<file path="src/rtl/key_event_decoder.sv">
// Turns a debounced key level into one-cycle gesture events: short press,
// double click, long press and auto-repeat while held.
//
// state  | meaning
// -------+-------------------------------------------------------------
// IDLE   | no gesture in progress
// PRESS1 | first press held, timing toward long press
// WAIT2  | released after a short first press, waiting for a second press
// PRESS2 | second press held, double click on release
// HOLD   | long press reached, repeat ticks while still held
module key_event_decoder #(
    parameter logic PRESS_LEVEL   = 1'b1,
    parameter int   LONG_CYCLES   = 50_000_000,
    parameter int   GAP_CYCLES    = 12_500_000,
    parameter int   REPEAT_CYCLES = 10_000_000
) (
    input  logic sys_clk,
    input  logic sys_rst,
    input  logic key_status,
    output logic short_press,
    output logic double_click,
    output logic long_press,
    output logic repeat_tick,
    output logic busy
);

    localparam int MAX_LG  = (LONG_CYCLES > GAP_CYCLES) ? LONG_CYCLES : GAP_CYCLES;
    localparam int MAX_CYC = (MAX_LG > REPEAT_CYCLES) ? MAX_LG : REPEAT_CYCLES;
    localparam int CNT_W   = $clog2(MAX_CYC + 1);

    // The counter is cleared on every state change, so in PRESS1/PRESS2 the
    // entry edge is already one pressed edge: the last one is at LONG-2.
    localparam logic [CNT_W-1:0] LONG_LAST = CNT_W'(LONG_CYCLES - 2);
    localparam logic [CNT_W-1:0] GAP_LAST  = CNT_W'(GAP_CYCLES - 1);
    localparam logic [CNT_W-1:0] REP_LAST  = CNT_W'(REPEAT_CYCLES - 1);

    typedef enum logic [2:0] {
        IDLE   = 3'd0,
        PRESS1 = 3'd1,
        WAIT2  = 3'd2,
        PRESS2 = 3'd3,
        HOLD   = 3'd4
    } state_t;

    state_t           state_q, state_d;
    logic [CNT_W-1:0] cnt_q, cnt_d, cnt_inc;
    logic             key_prev_q, key_prev_d;
    logic             pressed, press_edge;
    logic             short_d, double_d, long_d, repeat_d;

    always_comb begin
        pressed    = (key_status == PRESS_LEVEL);
        press_edge = pressed && (key_prev_q != PRESS_LEVEL);
        cnt_inc    = (cnt_q == '1) ? cnt_q : cnt_q + CNT_W'(1);

        state_d    = state_q;
        cnt_d      = cnt_inc;
        key_prev_d = key_status;
        short_d    = 1'b0;
        double_d   = 1'b0;
        long_d     = 1'b0;
        repeat_d   = 1'b0;

        case (state_q)
            IDLE: begin
                cnt_d = '0;
                if (press_edge) state_d = PRESS1;
            end
            PRESS1: begin
                if (!pressed) begin
                    state_d = WAIT2;
                    cnt_d   = '0;
                end else if (cnt_q == LONG_LAST) begin
                    long_d  = 1'b1;
                    state_d = HOLD;
                    cnt_d   = '0;
                end
            end
            WAIT2: begin
                // Expiry beats a coincident press; that press must be re-seen
                // as a fresh edge, so key_prev is forced to released.
                if (cnt_q == GAP_LAST) begin
                    short_d    = 1'b1;
                    state_d    = IDLE;
                    cnt_d      = '0;
                    key_prev_d = ~PRESS_LEVEL;
                end else if (pressed) begin
                    state_d = PRESS2;
                    cnt_d   = '0;
                end
            end
            PRESS2: begin
                if (!pressed) begin
                    double_d = 1'b1;
                    state_d  = IDLE;
                    cnt_d    = '0;
                end else if (cnt_q == LONG_LAST) begin
                    long_d  = 1'b1;
                    state_d = HOLD;
                    cnt_d   = '0;
                end
            end
            HOLD: begin
                if (!pressed) begin
                    state_d = IDLE;
                    cnt_d   = '0;
                end else if (cnt_q == REP_LAST) begin
                    repeat_d = 1'b1;
                    cnt_d    = '0;
                end
            end
            default: begin
                state_d = IDLE;
                cnt_d   = '0;
            end
        endcase
    end

    always_ff @(posedge sys_clk) begin
        if (sys_rst) begin
            state_q      <= IDLE;
            cnt_q        <= '0;
            key_prev_q   <= PRESS_LEVEL;
            short_press  <= 1'b0;
            double_click <= 1'b0;
            long_press   <= 1'b0;
            repeat_tick  <= 1'b0;
            busy         <= 1'b0;
        end else begin
            state_q      <= state_d;
            cnt_q        <= cnt_d;
            key_prev_q   <= key_prev_d;
            short_press  <= short_d;
            double_click <= double_d;
            long_press   <= long_d;
            repeat_tick  <= repeat_d;
            busy         <= (state_d != IDLE);
        end
    end

endmodule

</file>
<file path="config.mk">
export PLATFORM = sky130hd
export DESIGN_NAME = key_event_decoder
export DESIGN_NICKNAME = d
export VERILOG_FILES = /design/src/rtl/key_event_decoder.sv
export SDC_FILE = /design/constraint.sdc
export NUM_CORES = 1
export LEC_CHECK = 0
export ABC_AREA = 1
export BUFFER_PORTS_ARGS = -buffer_cell sky130_fd_sc_hd__buf_2
export CORE_ASPECT_RATIO = 1.5
export CORE_MARGIN = 4
export CORE_UTILIZATION = 54
export CTS_BUF_LIST = sky130_fd_sc_hd__clkbuf_2 sky130_fd_sc_hd__clkbuf_4 sky130_fd_sc_hd__clkbuf_8
export DETAILED_ROUTE_END_ITERATION = 7
export PLACE_DENSITY = 0.78
export REMOVE_ABC_BUFFERS = 1
export SYNTH_ARGS = -nofsm -noshare
export SYNTH_HDL_FRONTEND = slang
export SYNTH_SLANG_ARGS = --single-unit
export TNS_END_PERCENT = 30
</file>
<file path="constraint.sdc">
create_clock -name sys_clk -period 2.85 [get_ports sys_clk]
set_input_delay 0 -clock sys_clk [delete_from_list [all_inputs] [get_ports sys_clk]]
set_output_delay 0 -clock sys_clk [all_outputs]
set_load 0.03 [all_outputs]
</file>
# [Yosys cells after proc, flatten, opt, wreduce, memory -nomap -nowiden]
# Cells that the tools add are included.
[word_totals] ff_bits=35 word_cells=53
[op_classes] addsub=1 eq_ne=8 n_mux=22 bitwise=6 n_reduce_logical=8
[ops] operator="$mux W26" n=7
[ops] operator="$pmux W26 S3" n=1
[ops] operator="$eq A26 B24 Y1 const B" n=2
[ops] operator="$eq A26 B26 Y1 const B" n=2
[ops] operator="$add A26 B1 Y26 const B" n=1
[ops] operator="$mux W3" n=7
[ops] operator="$pmux W3 S5" n=1
[ops] operator="$eq A3 B2 Y1 const B" n=2
[ops] operator="$mux W1" n=6
[ops] operator="$not A1 Y1" n=6
[ops] operator="$reduce_or A2 Y1" n=3
[ops] operator="$reduce_or A3 Y1" n=2
[ops] operator="$eq A3 B1 Y1 const B" n=1
[ops] operator="$eq A3 B3 Y1 const B" n=1
[ops] operator="$logic_not A3 Y1" n=1
[ops] operator="$reduce_bool A3 Y1" n=1
[ops] operator="$logic_and A1 B1 Y1" n=1

# [Longest topological paths before layout]
[depth] word_depth=5 depth_mapped=12 mapped_depth_nobuf=12

# [Worst setup path before layout]
# Ideal clock, no wire load.
[synth_timing] path_kind="reg2reg" from="reg cnt_q[1]" to="reg cnt_q[4]" t_arrival_ns=1.536 slack_ns=1.198 stages_incl_launch_ff=12 path_buffers=1 synth_period_minus_slack_ns=1.652 path_cell_list="dfxtp_1 ha_1 inv_1 nor2_8 nand3_1 nor2_1 nand2_1 nand2_1 nand3_4 nand2_4 buf_12 nor2_2"
[synth_via] elab_chain_cells=5
[synth_rtl] element="from (decl)" line_no="46" source="logic [CNT_W-1:0] cnt_q, cnt_d, cnt_inc;"
[synth_rtl] element="from (signal assigned)" line_no="131" source="cnt_q <= cnt_d;"
[synth_rtl] element="$add A26 B1 Y26 / $eq A26 B26 Y1 (equally long branches)" line_no="54" source="cnt_inc = (cnt_q == '1) ? cnt_q : cnt_q + CNT_W'(1);"
[synth_rtl] element="$mux W26" line_no="54"
[synth_rtl] element="$mux W26 (on tied branches)"
[synth_rtl] element="$mux W26 (on tied branches)" line_no="104, 82, 93"
[synth_rtl] element="$pmux W26 S3 *" line_no="64" source="case (state_q)"
# Mark *: on every way between the ends. The rest lies on a longest branch, timed or not.
# A chain may end at the register's enable or synchronous reset.

# [Final worst setup path]
[layout_timing] from="reg cnt_q[1]" to="reg cnt_q[11]"
# The elaborated chain is that of the path after synthesis.

==> impl_metrics.toml <==
[drt]
first_pass_iters = 4
route.detailed.drc = 0
viasPerCell = 5.17
drt_iter0_drc = 158
vias = 2140
wirelength_um = 5300
wire_per_inst_um = 12.8
detail-route-antenna-nets = 0

[yosys]
ys_ff_latch = 35
synth_top_area_cell = "dfxtp_1"
avgSynthCellArea_um2 = 6.41
ys_types = 31
syn_inst = 356
synth_edf_count = 0
synth_top_cells_by_area = "dfxtp_1 (31%), nand2_1 (13%), nor2_1 (12%)"
synth_warnings = 0
synthArstFlopShare_pct = 0
synth.top_cell.area_share_pct = 30.7
seq_area_frac_synth_pct = 30.7
syn_area_um2 = 2280
synth-main-ff-cell = "dfxtp_1"

[hold_path]
hp-class = "input pin to register"
holdPathStages = 3
hp-start = "key_status"
min_to = "double_click$_SDFF_PP0_"

[placement]
portBuffers = 7
dpl.cell_count = 404
gp_congestion = 1.02
dp_hpwl_um = 4200

[worst_setup_path]
crit_fanout = 19
arrival_ns = 2.02
r2r_cells = 10
rrSetupSlack_ns = 1.01
worstSetupEndpointType = "register"
setup.worst_path.class = "register to register"
startpoint = "cnt_q[1]$_SDFF_PP0_"
r2r_end = "cnt_q[11]$_SDFF_PP0_"
required_ns = 3.03
rr_startpoint = "cnt_q[1]$_SDFF_PP0_"
cp-start-kind = "register"

[die]
dieHeight_um = 87.6
io_pins = 8
dieArea_um2 = 5350
num_rows = 28
initial_core_util_pct = 56.6
die_x_um = 61.1
core_area_um2 = 4030

[clocking]
cts_tree = "done"
cts_sinks = 35
root_buffer = "clkbuf_8"
clock_latency_ns = 0.29
htree_num_levels = 2
postCtsSetupBuffers = 0
cts_max_path_buffers = 2
cts_buffers = 5
ctsResizeCount = 0
path_clk_slew_ns = 0.07
hold_buffers = 2

[grt]
grt_max_degree = 20
grt_pass1_vias = 2086
track_usage_pct = 22.8
antenna_found_initial = 0
grt_first_pass_wirelength_um = 9240
grt-ovfl-total = 0

[cells_and_area]
drive_gt1_share_pct = 12.7
final_cell_mix = "nand2_1 (76), nor2_1 (72), inv_1 (57), dfxtp_1 (35), nand3_1 (32)"
diodes = 0
layout_commonest_cell = "nand2_1"
fillCellCount = 364
stdcell_count = 414
nets = 373
areaGrowthSynthToFinish_pct = 8.28

[timing]
setup_violations = 0
fin_crit_sh_pct = 64.6
period_minus_slack_ns = 1.84
rsz0062_at_grt = "no"
slew_violations = 0
final.setup.tns_ns = 0
skew_ns = 0.0100
tightest_slew_ns = 0.457
slew-limit-headroom_pct = 69.5
hold_viol_final = 0
max_freq_ghz = 0.543

[power]
peakVddDrop_mv = 0.394
p_leak_uw = 0.000972
power.total_uw = 985
power.density_nw_per_um2 = 399

[status]
status = "completed"

[run]
maxCapViolCount = 0
[registers in the layout, indices dropped and copies added (netlist names)]
register / flops
busy: 1
long_press: 1
double_click: 1
short_press: 1
state_q: 3
repeat_tick: 1
key_prev_q: 1
cnt_q: 26
[cells by family (layout without fill, tap and decap cells)]
kind of cell	Yosys count	count (layout)	synth area share, %
DFF	35	35	30.7
and+or+nand+nor	232	232	49.1
AOI/OAI and AO/OA	15	15	3.78
xor gates and xnor gates	11	11	4.22
buffers and inverters	61	74	11.1
adders and majority gates	2	2	1.10
[per-layer routing]
layer / track usage (%) / vias to the layer above / part of all wire, %
met2: 41.0 / 60 / 51
met5: 0 / - / 0
met3: 3.83 / 21 / 4.2
met4: 13.0 / 0 / 5.3
met1: 23.9 / 931 / 39
li1: - / 1128 / -
[worst max-delay path by stage]
| stage | to | slack [ns] | cells past startpoint |
|---|---|---|---|
| detailed placement | cnt_q[11]$_SDFF_PP0_ | 0.98 | 10 |
| finish | cnt_q[11]$_SDFF_PP0_ | 1.01 | 10 |
| floorplan | cnt_q[10]$_SDFF_PP0_ | 1.22 | 10 |
| global route | cnt_q[25]$_SDFF_PP0_ | 0.76 | 10 |
| CTS | cnt_q[11]$_SDFF_PP0_ | 0.98 | 10 |
| global placement | cnt_q[11]$_SDFF_PP0_ | 1.07 | 10 |
[report_power, final]
group	switching (uW)	leakage [uW]	internal, uW
logic	19.2	0.000629	9.55
registers	2.52	0.000282	492
clock network	179	0.0000612	283
total	200	0.000972	785
[Yosys cell counts (3+ instances only)]
cell type and number:
a21oi_1 3, dfxtp_1 35, inv_1 57, nand2_1 76, nand2_2 6, nand3_1 32, nand4_1 5, nor2_1 72
nor2_2 12, nor2_4 3, nor3_1 11, nor4_1 3, o21ai_0 4, o21ai_1 4, xor2_1 9
[worst max-delay path: stages (launching register included)]
cell and delay [ns]:
dfxtp_1 0.39, ha_1 0.20, inv_1 0.11, nor2_8 0.18, inv_1 0.08, nor2_1 0.11, nand2_1 0.10, nand3_2 0.09
nand3_4 0.13, nand2_4 0.25, nor2_1 0.09
[final cells by class]
| class | instances | area, um2 | area share (%) |
|---|---|---|---|
| Sequential cell | 35 | 701 | 28.4 |
| Inverter | 57 | 214 | 8.66 |
| Tap cell | 45 | 56.3 | 2.28 |
| Clock buffer | 6 | 82.6 | 3.34 |
| Timing Repair Buffer | 9 | 55.1 | 2.23 |
| Clock inverter | 2 | 35.0 | 1.42 |
| Multi-Input combinational cell | 260 | 1330 | 53.7 |
[metrics by stage]
step / setup slack, ns / area (um2) / hold WS [ns] / util, %
2_1_floorplan: 1.22 / 2240 / 0.0691 / -
3_3_place_gp: 1.07 / 2330 / 0.228 / 57.9
3_5_place_dp: 0.984 / 2330 / 0.233 / 57.9
4_1_cts: 0.982 / 2470 / 0.464 / 61.3
5_1_grt: 0.758 / 2470 / 0.487 / 61.3
6_report: 1.01 / 2470 / 0.473 / 61.3
No activity file was read; power rests on OpenSTA's default activity.
